`config.mk`:
```
export PLATFORM = sky130hd
export DESIGN_NAME = fifo_arb_ctrl
export DESIGN_NICKNAME = d
export VERILOG_FILES = /design/src/rtl/fifo_arb_ctrl.sv
export SDC_FILE = /design/constraint.sdc
export NUM_CORES = 1
export LEC_CHECK = 0
export CAP_MARGIN = 20
export CORE_MARGIN = 1.5
export CORE_UTILIZATION = 32
export DETAILED_ROUTE_END_ITERATION = 8
export GPL_ROUTABILITY_DRIVEN = 0
export PLACE_DENSITY_LB_ADDON = 0.1
export SLEW_MARGIN = 20
export SYNTH_ARGS = -nofsm -noshare
export SYNTH_HDL_FRONTEND = slang
export SYNTH_SLANG_ARGS = --single-unit
```
`constraint.sdc`:
```
create_clock -name clk -period 3.4 [get_ports clk]
set_clock_uncertainty 0.2 [all_clocks]
set_input_delay 0.85 -clock clk [delete_from_list [all_inputs] [get_ports clk]]
set_output_delay 0.85 -clock clk [all_outputs]
set_load 0.02 [all_outputs]
```
`src/rtl/fifo_arb_ctrl.sv`:
```
// Two-requester write arbiter and FIFO pointer controller for an external
// dual-port RAM with synchronous, one-cycle-latency reads.
module fifo_arb_ctrl #(
  parameter int DW = 16,
  parameter int AW = 4
) (
  input  logic          clk,
  input  logic          rst,
  input  logic          flush,
  input  logic          req0,
  input  logic [DW-1:0] din0,
  output logic          gnt0,
  input  logic          req1,
  input  logic [DW-1:0] din1,
  output logic          gnt1,
  input  logic          rd_req,
  output logic [DW-1:0] rd_data,
  output logic          rd_valid,
  output logic          ram_we,
  output logic [AW-1:0] ram_waddr,
  output logic [DW-1:0] ram_wdata,
  output logic [AW-1:0] ram_raddr,
  input  logic [DW-1:0] ram_rdata,
  output logic          full,
  output logic          empty,
  output logic [AW:0]   count
);

  localparam logic [AW:0] DEPTH = {1'b1, {AW{1'b0}}};

  logic [AW-1:0] wptr;
  logic [AW-1:0] rptr;
  logic          rr;
  logic          wr_ok;
  logic          wr_en;
  logic          rd_fire;

  assign full  = (count == DEPTH);
  assign empty = (count == '0);

  // rr low favours requester 0 when both ask in the same cycle.
  assign wr_ok = !rst && !full && !flush;
  assign gnt0  = wr_ok && req0 && (!req1 || !rr);
  assign gnt1  = wr_ok && req1 && (!req0 || rr);
  assign wr_en = gnt0 || gnt1;

  assign ram_we    = wr_en;
  assign ram_waddr = wptr;
  assign ram_wdata = gnt1 ? din1 : din0;

  assign rd_fire   = rd_req && !empty && !flush;
  assign ram_raddr = rptr;
  assign rd_data   = ram_rdata;

  // Pointers count downward from the top address and wrap naturally.
  always_ff @(posedge clk) begin
    if (rst) begin
      wptr     <= '1;
      rptr     <= '1;
      count    <= '0;
      rr       <= 1'b0;
      rd_valid <= 1'b0;
    end else if (flush) begin
      wptr     <= '1;
      rptr     <= '1;
      count    <= '0;
      rd_valid <= 1'b0;
    end else begin
      rd_valid <= rd_fire;
      if (wr_en) begin
        wptr <= wptr - 1'b1;
        rr   <= gnt0;
      end
      if (rd_fire) begin
        rptr <= rptr - 1'b1;
      end
      case ({wr_en, rd_fire})
        2'b10:   count <= count + 1'b1;
        2'b01:   count <= count - 1'b1;
        default: count <= count;
      endcase
    end
  end

endmodule

```
* Word level (Yosys, flattened, before mapping)
Index checks and enable logic that the tools add are counted.
** Storage, ports and cells
- Bits in writable memories :: 0
- Memories kept :: 0
- Latch bits :: 0
- Memory bits (read-only) :: 0
- Logic and storage cells :: 37
- Bits in registers :: 15
- Input bits :: 54
- Output and inout bits :: 51
** Cells by class
- Order comparisons :: 0
- Div/mod/pow operators :: 0
- Multipliers :: 0
- Shifts and indexed selects :: 0
- Reductions and logical operators :: 22
- Bitwise gates (word level) :: 1
- Add/sub/neg operators :: 4
- Multiplexer cells :: 2
- Equality and inequality tests :: 3
** Operators by type and width (number)
- 16-bit 2-to-1 mux :: 1
- 5-bit case mux with 2 select lines :: 1
- 1-bit logical AND :: 8
- 4-bit by 1-bit subtractor with 4-bit output (second input constant) :: 2
- 1-bit logical NOT :: 7
- 5-bit by 1-bit adder with 5-bit output (second input constant) :: 1
- 5-bit equality test (second input constant) :: 1
- 5-bit logical NOT :: 1
- 5-bit by 1-bit subtractor with 5-bit output (second input constant) :: 1
- 1-bit logical OR :: 3
- 2-bit by 1-bit equality test with 1-bit output (second input constant) :: 1
- 2-bit equality test (second input constant) :: 1
- 2-bit AND reduction :: 1
- 2-bit nonzero test :: 1
- 2-bit OR reduction :: 1
- 1-bit inverter :: 1

* Depth between registers and ports, before layout
Gate-level depths: netlist of run 1.
- Depth after elaboration :: 9
- Gate-level depth with buffers :: 11
- Gate-level depth less buffers :: 10

* Least setup slack after synthesis of run 1
Ideal clock, no wire load.
- Kind :: input port to output port
- Start point :: in flush
- End point :: out ram_wdata[10]
- Data arrival time :: 2.205 ns
- Setup slack :: 0.145 ns
- Data required time :: 2.350 ns
- Stages on the path :: 7
- Buffers on the path :: 3
- Cell sequence :: or2_2 -> clkbuf_1 -> a21oi_2 -> and3_1 -> buf_6 -> buf_12 -> mux2_4
** On the way
- Cells in the longest elaborated chain, start to end :: 5
** Ends and longest elaborated chain
- start: declaration :: RTL line 9 : input logic flush,
- 1-bit logical NOT :: RTL line 42 : assign wr_ok = !rst && !full && !flush;
- 1-bit logical AND :: RTL line 42
- 1-bit logical AND (2 in series) :: RTL line 44 : assign gnt1 = wr_ok && req1 && (!req0 || rr);
- net gnt1 :: RTL line 15 : output logic gnt1,
- 16-bit 2-to-1 mux :: RTL line 49 : assign ram_wdata = gnt1 ? din1 : din0;
- end: declaration :: RTL line 21 : output logic [DW-1:0] ram_wdata,
The timed path passes the listed nets, and every way through them passes these cells.

* Worst setup path after layout of run 1
- Start point :: in rst
- End point :: out ram_wdata[1]
** On the way
- Cells in the longest elaborated chain, start to end :: 6
** Ends and longest elaborated chain
- start: declaration :: RTL line 8 : input logic rst,
- 1-bit logical NOT :: RTL line 42
- 1-bit logical AND (2 in series) :: RTL line 42
- 1-bit logical AND (2 in series) :: RTL line 44
- 16-bit 2-to-1 mux :: RTL line 49
No other way between the ends.

==> flow_summary_export.csv, run 1 <==
group,metric,value,unit
run_status,status,"completed",
synthesis,synth_top_family_by_area,"multiplexers",
run,drv_cap,0,
synthesis,synth-seq-area-share,24.69,%
grt,grtUsageTotal,15.58,%
timing,rsz0062_at_grt,"false",
synthesis,yosys.area_share.simple,17.39,%
worst_setup_path,cp-start-kind,"input pin",
clocking,clock-root-buffer,"clkbuf_8",
place,hpwl,2.636,mm
pwr,finalPower,0.4934,mW
synthesis,synth-xor-area-share,5.041,%
finish,fin_nets,270,
worst_setup_path,cp.arrival,2.29,ns
timing,fin_crit,3.341,ns
timing,max_freq,299.3,MHz
finish,drive_gt1_share,30.29,%
detailed_routing,dr_total_vias,1208,
grt,grt_pass1_vias,1190,
pwr,peakVddDrop,0.2191,mV
synthesis,synth.area.mux_share,19.24,%
detailed_routing,dr.first_iter.drc_count,5,
place,placed_area,0.001939,sq mm
detailed_routing,via_per_inst,4.719,
synthesis,syn_area_per_cell,8.942,sq um
pwr,leakagePower,0.9456,nW
grt,grt_antenna_before_repair,0,
synthesis,yosys.area.top_type,"dfxtp_1",
finish,fin_area,0.002095,sq mm
finish,syn2layout_area_growth,72.22,%
timing,worst_slew_margin_rel,53.43,%
pwr,p_per_area,235.6,mW/mm^2
grt,grt_pass1_wl,5.181,mm
detailed_routing,routed_wl,3.360,mm
timing,fin_crit_sh,98.25,%
synthesis,synth_top_area_share,24.69,%
hold_path,worstHoldPathType,"register to register",
synthesis,synth_area,0.001216,sq mm
synthesis,syn_inst,136,
timing,tightestPinTransition,0.6960,ns
floorplan,row_count,22,
place,place.port_buffers,72,
synthesis,synthDistinctLibCells,34,
timing,fin_hold_ws,0.2920,ns
clocking,insertion_delay,0.24,ns
finish,n_antenna_cell,0,
floorplan,die_w,64.65,microns
clocking,cts_max_path_buffers,2,
timing,finalSetupViolations,0,
synthesis,synth_fa_ha_area_share,7.819,%
worst_setup_path,worstSetupEndpointType,"primary output",
grt,grt_overflow,0,
timing,final_max_slew_viol_count,0,
grt,grt_max_degree,12,
clocking,cts_made_buffers,3,
synthesis,synth_warnings,0,
clocking,clock-sinks,15,
floorplan,coreArea,0.003661,sq mm
worst_setup_path,crit_path_max_fanout,4,
detailed_routing,drtAntennaViolNets,0,
synthesis,synth_area_leaders,"dfxtp_1, mux2_4, buf_4",
clocking,h-tree-depth,1,
detailed_routing,drt_pass1_iterations,2,
timing,hold_viol,0,
floorplan,ios,105,
floorplan,die_area,0.004180,sq mm
floorplan,floorplan.initialDensity,33.22,%
synthesis,synth-seq-cells,15,
synthesis,synth_compound_area_share,8.951,%
detailed_routing,wl_per_cell,13.13,microns
floorplan,die_h,64.65,microns
synthesis,syn-num-nets,197,
clocking,clkTransAtPathRegs,0.06,ns
clocking,cts_tree,"built",
worst_setup_path,crit_required,2.35,ns
worst_setup_path,crit_type,"input pin to primary output",
detailed_routing,drcViolationCount,0,
layer usage:
metal | vias to the layer above | GRT usage [%] | routed length (microns)
met4 | 0 | 4.787 | 8
met3 | 2 | 5.208 | 328
li1 | 585 | - | -
met2 | 65 | 29.56 | 1787
met5 | - | 0 | 0
met1 | 556 | 16.01 | 1236
cell type report:
class	count	area, sq um
inverters	10	37.54
repair buffers	90	903.4
clock inverters	1	5.005
multi-input cells	89	747.0
flip-flops and latches	15	300.3
fillers	340	1567
well taps	48	60.06
clock buffers	3	41.29
Yosys cell counts (all sizes together):
cell and instances:
buf 19, mux2 16, dfxtp 15, nor2 14, inv 10, nand2 10, ha 6, a21oi 5
o211ai 4, xor2 4, clkbuf 3, nand3 3, o21ai 3, or3 3, xnor2 3, a21o 2
and3 2, mux2i 2, nand2b 2, or4 2, a211oi 1, a31o 1, and2 1, fa 1
nand4b 1, nor3 1, nor4 1, or2 1
critical path, cell delays in order:
cell and delay (ns):
clkdlybuf4s15_1 0.18, or2_4 0.24, a21oi_4 0.12, and3_4 0.25
buf_12 0.11, buf_16 0.10, mux2_4 0.30, buf_6 0.13
worst paths after layout:
path                        startpoint                         to  slack, ns  cells after the start
max                                rst               ram_wdata[1]       0.06                      8
min          ram_raddr[3]$_SDFFE_PP1P_  ram_raddr[3]$_SDFFE_PP1P_       0.29                      2
max reg2reg      count[1]$_SDFFE_PP0P_      count[4]$_SDFFE_PP0P_       0.30                     13
min reg2reg  ram_raddr[3]$_SDFFE_PP1P_  ram_raddr[3]$_SDFFE_PP1P_       0.29                      2
state kept, by name, indices dropped and copies added (netlist names):
| register | count |
|---|---|
| rd_valid | 1 |
| rr | 1 |
| count | 5 |
| ram_raddr | 4 |
| ram_waddr | 4 |
cells in the final DEF, fill, tap and decap left out, drive strengths merged, types with 2 or more instances in the layout:
master	instances
a21o	2
a21oi	5
and3	2
buf	34
clkbuf	4
clkdlybuf4s50	51
dfxtp	15
dlygate4sd2	2
ha	6
inv	10
mux2	16
mux2i	2
nand2	10
nand2b	2
nand3	3
nor2	14
o211ai	4
o21ai	3
or3	3
or4	2
xnor2	3
xor2	4
logic make-up after synthesis:
group | count (synthesis)
fa+ha+maj | 7
xor+xnor | 7
compound gates | 16
flops | 15
buf+inv | 32
simple gates | 41
mux | 18
through the flow:
stage	setup WS, ns	TNS [ns]	cells	utilization, %
2_1_floorplan	0.1445	0	136	-
3_3_place_gp	-0.6515	-11.24	247	52.97
3_5_place_dp	-0.6909	-11.90	247	52.97
4_1_cts	-0.001649	-0.001649	256	57.48
5_1_grt	0.02242	0	256	57.21
6_report	0.05938	0	256	57.21
where the power goes:
group	switching (mW)	internal [mW]	total, mW
clock network	0.0580	0.0810	0.139
registers	0.00274	0.179	0.182
logic	0.0662	0.106	0.172
timing repair:
action	in CTS	in global routing
endpoints found under the setup margin	19	15
gates resized for setup	97	11
hold buffers	0	0
gates cloned	2	0
pin swaps	2	2
buffers inserted	3	1
(Power assumes the default switching activity.)
==> run 2, diff against run 1 <==
Settings changed: CTS_CLUSTER_DIAMETER set to 100.
==> results of run 2 <==
No change in the layout: final DEF, timing and power equal those of run 1.
==> RTL edit: new RTL, flow settings as in run 1 <==
Reset style: asynchronous (`rst`), changed in one clocked block.
--- a/src/rtl/fifo_arb_ctrl.sv
+++ b/src/rtl/fifo_arb_ctrl.sv
@@ -53,7 +53,7 @@
   assign rd_data   = ram_rdata;
 
   // Pointers count downward from the top address and wrap naturally.
-  always_ff @(posedge clk) begin
+  always_ff @(posedge clk or posedge rst) begin
     if (rst) begin
       wptr     <= '1;
       rptr     <= '1;
Behaviour: differs if rst is asserted again (counterexample within 4 cycles, from zero or initial values and one cycle with rst high); with rst held inactive, the same outputs for 10 cycles.
==> RTL edit against run 1 <==
Worst setup slack improved by 0.069 ns; final area fell by 2.6%; area after synthesis rose by 3.8%; cell count fell by 1.6%; fmax rose by 2.1%; critical path depth fell by 4; wire length rose by 2.6%; sequential cell count did not move; critical path type is now reg2out; largest cell class unchanged; highest routed layer unchanged.
Power is not compared: it rests on default switching activity, and its combinational part moved more than twofold at a synthesized area within 25%.
==> RTL edit: results (changes against run 1) <==
Drt
  – Drt first pass iters: 4 (+2)
  – Detailed Route Iter0 Violations: 38 (+33)
  – Via count: 1215 (+0.58%)

Synthesis
  – Xor and xnor area share after synthesis: 0.04163 (-0.008786)
  – Synth Flop Type: dfstp_2
  – Syn avg cell area: 9.787 sq um (+9.4%)
  – Area contributors post-synth: dfstp_2, mux2_2, dfrtp_1, buf_4, ha_1
  – Synth Area in Compound Gates: 0.1368 (+0.04726)
  – Mux contribution to synthesized area: 0.1586 (-0.03381)
  – Most frequent cells after synthesis: buf_4, mux2_2, inv_1, nor2_1, a21oi_1
  – Adder-cell share of the synthesized area: 0.06541 (-0.01278)

Timing
  – Final setup margin: 0.1280 ns (+0.06860 ns)
  – Slew HR: 0.5909 (+0.05665)
  – Hold Slack: 0.2897 ns (-0.002275 ns)

Worst setup path
  – R2r endpoint: count[3]
  – Launch point of the worst reg-to-reg path: count[3]
  – Crit path from: count[3]
  – R2R cell count: 12 (-1)

Min path
  – Min-Delay Endpoint: rr
  – Hold_sp: rr

Cells and area
  – Number of non-clock buffers: 91 (+1.1%)
  – Multi-input gate share of the layout cell area: 0.3503 (-0.006324)
  – Fraction of area in registers: 0.1890 (+0.04559)
  – Filler instances: 369 (+8.5%)
  – Post-Route Utilization: 0.5488 (-0.02329)
  – Signal buf overhead: 0.3890 (-0.04235)
  – Clock buf/inv share: 0.02393 (+0.001824)
  – Layout cells sized above 1: 0.3725 (+0.06966)
  – Nets: 265 (-1.9%)

Placed design
  – DP Worst Slack: -0.3518 ns (+0.3391 ns)
  – Dpl hpwl: 2.894 mm (+9.8%)
  – Post-DP Area: 2062 sq um (+6.3%)

Status
  – Status: completed

Global route
  – Largest net degree at the start of global routing: 18 (+6)
  – Total track usage: 0.1718 (+0.01606)
  – Vias in the first global route: 1313 (+10%)
-- RTL edit: power by group --
group | internal (W) | leakage, nW | switching, W
logic | 0.000373 | 0.733 | 0.000366
clock network | 0.0000823 | 0.0217 | 0.0000684
registers | 0.000234 | 0.176 | 0.0000381
total | 0.000689 | 0.931 | 0.000472
-- RTL edit: worst max-delay path, cell delays in order (launching register included) --
cell             delay, ns
dfrtp_1               0.39
buf_4                 0.15
or4_1                 0.66
nor2_1                0.15
clkdlybuf4s50_1       0.62
-- RTL edit: what timing repair did --
item | in CTS | in global routing
setup buffers | 0 | 0
gates cloned | 0 | 0
endpoints found under the setup margin | 20 | 17
resized for setup | 53 | 20
pin swaps | 1 | 1
-- RTL edit: layer usage --
metal / share of wire / GRT usage / vias to the layer above
met2: 0.49 / 0.2891 / 72
met1: 0.39 / 0.1911 / 556
met5: 0 / 0 / -
met3: 0.10 / 0.06474 / 4
li1: - / - / 583
met4: 0.014 / 0.07813 / 0
